File: config.mk
export PLATFORM = sky130hd
export DESIGN_NAME = button_conditioner
export DESIGN_NICKNAME = d
export VERILOG_FILES = /design/src/rtl/button_conditioner.sv
export SDC_FILE = /design/constraint.sdc
export NUM_CORES = 1
export LEC_CHECK = 0
export ABC_AREA = 1
export CORE_MARGIN = 1.5
export CORE_UTILIZATION = 55
export CTS_BUF_LIST = sky130_fd_sc_hd__clkbuf_4
export DETAILED_ROUTE_END_ITERATION = 16
export PLACE_DENSITY = 0.81
export REMOVE_ABC_BUFFERS = 1
export SYNTH_ARGS = -nofsm -noshare
export SYNTH_HDL_FRONTEND = slang
export SYNTH_SLANG_ARGS = --single-unit
File: constraint.sdc
create_clock -name clock -period 2.1 [get_ports clock]
set_input_delay 0.21 -clock clock [delete_from_list [all_inputs] [get_ports clock]]
set_output_delay 0.21 -clock clock [all_outputs]
set_load 0.03 [all_outputs]
File: src/rtl/button_conditioner.sv
// rtl/button_conditioner.sv - push-button synchronizer, debouncer and single-cycle press pulse
//
// Raw button -> two-flop synchronizer -> four-state debounce FSM with a shared
// stability counter. 'pulse' is one cycle wide per accepted press and feeds a
// register enable downstream; 'level' is the debounced state for status LEDs.

module button_conditioner #(
  parameter int DEBOUNCE_CYCLES = 500000
) (
  input  logic clock,
  input  logic reset,
  input  logic button_in,
  output logic pulse,
  output logic level
);

  // Counter only needs to reach DEBOUNCE_CYCLES-1, so $clog2 bits suffice.
  localparam int              CW      = $clog2(DEBOUNCE_CYCLES);
  localparam logic [CW-1:0]   CNT_MAX = CW'(DEBOUNCE_CYCLES - 1);

  // State encoding: bit 1 set means the button is considered pressed.
  localparam logic [1:0] ST_IDLE         = 2'd0;
  localparam logic [1:0] ST_WAIT_PRESS   = 2'd1;
  localparam logic [1:0] ST_PRESSED      = 2'd2;
  localparam logic [1:0] ST_WAIT_RELEASE = 2'd3;

  logic          r_s1;
  logic          r_s2;
  logic [1:0]    r_state;
  logic [CW-1:0] r_cnt;
  logic          r_pulse;
  logic          r_level;

  logic [1:0]    w_state_next;
  logic [CW-1:0] w_cnt_next;
  logic          w_pulse_next;
  logic          w_level_next;
  logic          w_cnt_done;

  assign w_cnt_done = (r_cnt == CNT_MAX);

  // Two-flop synchronizer; only r_s2 is allowed to reach the FSM.
  always_ff @(posedge clock or posedge reset) begin
    if (reset) begin
      r_s1 <= 1'b0;
      r_s2 <= 1'b0;
    end else begin
      r_s1 <= button_in;
      r_s2 <= r_s1;
    end
  end

  // Next-state, counter and pulse decode; the counter restarts on every
  // state change and on every aborted wait so each window starts fresh.
  always_comb begin
    w_state_next = r_state;
    w_cnt_next   = r_cnt;
    w_pulse_next = 1'b0;
    case (r_state)
      ST_IDLE: begin
        if (r_s2) begin
          w_state_next = ST_WAIT_PRESS;
          w_cnt_next   = '0;
        end
      end
      ST_WAIT_PRESS: begin
        if (!r_s2) begin
          w_state_next = ST_IDLE;
          w_cnt_next   = '0;
        end else if (w_cnt_done) begin
          w_state_next = ST_PRESSED;
          w_cnt_next   = '0;
          w_pulse_next = 1'b1;
        end else begin
          w_cnt_next   = r_cnt + 1'b1;
        end
      end
      ST_PRESSED: begin
        if (!r_s2) begin
          w_state_next = ST_WAIT_RELEASE;
          w_cnt_next   = '0;
        end
      end
      ST_WAIT_RELEASE: begin
        // A bounce back high simply returns to PRESSED; it is not a new press.
        if (r_s2) begin
          w_state_next = ST_PRESSED;
          w_cnt_next   = '0;
        end else if (w_cnt_done) begin
          w_state_next = ST_IDLE;
          w_cnt_next   = '0;
        end else begin
          w_cnt_next   = r_cnt + 1'b1;
        end
      end
      default: begin
        w_state_next = ST_IDLE;
        w_cnt_next   = '0;
      end
    endcase
  end

  // Level follows the state being entered, so it changes on the same edge as the FSM.
  always_comb begin
    w_level_next = (w_state_next == ST_PRESSED) || (w_state_next == ST_WAIT_RELEASE);
  end

  // FSM, counter and registered outputs; reset aborts everything immediately.
  always_ff @(posedge clock or posedge reset) begin
    if (reset) begin
      r_state <= ST_IDLE;
      r_cnt   <= '0;
      r_pulse <= 1'b0;
      r_level <= 1'b0;
    end else begin
      r_state <= w_state_next;
      r_cnt   <= w_cnt_next;
      r_pulse <= w_pulse_next;
      r_level <= w_level_next;
    end
  end

  assign pulse = r_pulse;
  assign level = r_level;

endmodule

==> results.md <==
* Status: finished clean
* Layout cells sized above 1 at 8.24%
* Routed Antenna Nets at 0
* Via count at 1,161
* YS warnings at 0
* Largest cells by area after synthesis: dfrtp_1, nand2_1, inv_1, nor2_1, nand3_1
* Net Sw Frac at a little under a quarter
* Routed WL at between 2000 and 3000 um
* Cell Count, Final, Fillers Out at about 210
* Max Clk Rate at slightly above 600 MHz
* Syn Inst Count at around 180
* Met1 Use GR at around 28%
* Sequential element share of the synthesized area at 45.1%
* Cell taking the most area after synthesis: dfrtp_1
* Final hold vios at 0
* Post-CTS Setup Inserts at 0
* Seq cells post-synth at 25
* Placed wire-length estimate at 2030 um
* FF-to-FF End: r_cnt[16]
* Top Ports at 5
* Clk pin slew, worst setup/hold paths at ~130 ps
* Worst hold path type: primary input to asynchronous set/reset pin
* Max FO, Critical Path at 15
* Crit Path Class: flop to flop
* Diodes inserted at 0
* Crit end category: flop
* Total gr overflow at 0
* Most Used Layer, Global Route: met2
* Setup Viol. Count Final at 0
* Pleak at 0.635 nW
* Worst-margin pin slew at roughly 350 ps
* Seq pwr share at between 60% and 70%
* Clock power frac at about 30%
* Commonest non-fill, non-tap cells in the layout: nand2_1, dfrtp_1, inv_1
* FF/Latch Area at roughly 630 um^2
* Routed WL per cell at ~13 um
* Die H at between 50 and 60 um
* Commonest non-fill, non-tap cell in the layout: nand2_1
* CTS Buf Count at 3
* Slew Viols, Final at 0
* Detailed Routing Iterations Pass 1 at 5
* Yosys top cell area share at 45.1%
* Hold WS at around 230 ps
* Nets at between 150 and 200
* Setup tns final at 0 ps
* Number of I/O port buffers at 4
* DP Cell Count at 208
* Reg2Reg Depth at 8
* Synthesis-to-layout area growth at 6.76%
* # resized after CTS at 0
* Grt met3 use at roughly 3.4%
* RSZ-0062 raised after global routing: no
* Width of the die at between 50 and 60 um
* Global-route wire length before repair at around 4500 um
* Delay-heaviest family, CP: simple AND/OR/NAND/NOR gates
* Synthesized area per cell at between 7 and 8 um^2
* Clock Latency Late Sink at between 300 and 400 ps
* Drc violations at 0
* RR Startpoint: r_cnt[0]
* Vias per Instance at 5.48
* Pwr Total at 0.762 mW
* H-tree levels at 1
* TritonCTS clock tree: done
* Critical Path AT at ~1900 ps
* Standard-cell rows at 18
* Comb power frac at 5.5%
* Maximum clock path buffer count at 2
* Most used cell, CP: nand3_2
* Crit-path slowest cell: dfrtp_1
* RePlAce Congestion at ~0.85
* Crit start category: flop
* Critical path cell sequence: ha_1, nand3_2, nor2_2, nand3_2, nand2_4, inv_1, nand3_1, nand2_1
* Initial DRC count at 30
* Vias in the first global route at between 1,000 and 1,500
* Internal power at around 0.6 mW
* Clock Skews at 2.68 ps
* Rel. slew slack at 76.6%
* Multi-input gate area at around 660 um^2
* Sw power at between 0.15 and 0.2 mW
* Pin count of the biggest net entering global routing at 26
* Initial Utilization at roughly 57%
* Fin util at between 60% and 70%
* Slowest cell delay on critical path at 440 ps
* CTS Hold Bufs at 0
* R2r setup slk at 470 ps
* Final Cycle Share at between 70 and 80%
* Worst Path Required at 2320 ps
* Minimum clock period at about 1600 ps
* Fillers at ~220
* Die footprint at around 2800 um^2
* Mapped Area at 1390 um^2
* Critical path depth at 8
* GR Layer Usage met2 at 37.9%
* GRT Total Usage at roughly 22%
* Initial antenna violation count at 0
* Bufs and invs on worst path at 1
* Maximum VDD drop at roughly 0.36 mV
* PwrDens at 514 nW/um^2
* Clock tree root buffer cell: clkbuf_4
* Yosys cell types at 26
* Clock sinks at 25
* Max-cap violation count at 0
* Core footprint at about 2400 um^2
-- logic make-up after synthesis --
| kind of cell | after synthesis | share of synthesized area, % |
|---|---|---|
| xor+xnor | 10 | 6.31 |
| compound gates | 22 | 9.56 |
| simple gates | 93 | 30.7 |
| flops | 25 | 45.1 |
| fa+ha+maj | 1 | 0.902 |
| buf+inv | 25 | 7.48 |
-- sequential cells by signal, summed over array words and instances (netlist names) --
register and flops:
r_cnt 19, r_state 2, level 1, pulse 1, r_s1 1, r_s2 1
-- worst max path at each step --
stage	from	to
detailed placement	r_cnt[0]	r_cnt[16]
global route	r_cnt[0]	r_cnt[16]
CTS	r_cnt[0]	r_cnt[16]
finish	r_cnt[0]	r_cnt[16]
global placement	r_cnt[0]	r_cnt[13]
floorplan	r_cnt[0]	r_cnt[13]
-- worst register-to-register path, cell delays in order (launching register included) --
cell and delay [ps]:
dfrtp_1 440, ha_1 230, nand3_2 140, nor2_2 150, nand3_2 140, nand2_4 190
inv_1 120, nand3_1 80, nand2_1 50
-- through the flow --
step | area (um^2) | worst slack (ps)
2_1_floorplan | 1370 | 704
3_3_place_gp | 1450 | 579
3_5_place_dp | 1450 | 474
4_1_cts | 1480 | 477
5_1_grt | 1480 | 315
6_report | 1480 | 470
-- metal layers --
| layer | wire (um) | up-vias |
|---|---|---|
| met3 | 90 | 4 |
| met1 | 1240 | 557 |
| met4 | 21 | 0 |
| met5 | 0 | - |
| li1 | - | 579 |
| met2 | 1360 | 21 |
-- synthesized netlist by cell type --
| cell type | instances |
|---|---|
| nor2_4 | 2 |
| nand2_4 | 1 |
| xnor2_1 | 3 |
| ha_1 | 1 |
| nand3b_1 | 1 |
| xor2_1 | 7 |
| o21bai_1 | 1 |
| clkinv_1 | 1 |
| nand3_1 | 13 |
| nor2_1 | 18 |
| inv_1 | 20 |
| buf_2 | 2 |
| nor2_2 | 1 |
| o21ai_1 | 4 |
| a21oi_1 | 4 |
| nor3_1 | 2 |
| a21oi_4 | 1 |
| nand3_2 | 3 |
| nand2_1 | 49 |
| nand4_1 | 2 |
| o22ai_1 | 7 |
| inv_2 | 1 |
| or2_4 | 1 |
| buf_6 | 1 |
| o21ai_0 | 5 |
| dfrtp_1 | 25 |
-- cell type report --
type,instances,area share [%]
Clock buffer,4,2.03
Inverter,22,5.57
Multi-Input combinational cell,126,44.4
Sequential cell,25,42.2
Tap cell,30,2.53
Timing Repair Buffer,5,3.21
-- power groups by stage --
stage	logic [mW]	clock network, mW	registers (mW)
2_1_floorplan	0.0285	0	0.501
3_3_place_gp	0.0414	0	0.502
3_5_place_dp	0.0423	0	0.502
4_1_cts	0.0428	0.232	0.493
5_1_grt	0.0474	0.251	0.494
6_report	0.0421	0.227	0.493
Note: power is estimated with default switching activity, not from simulation.
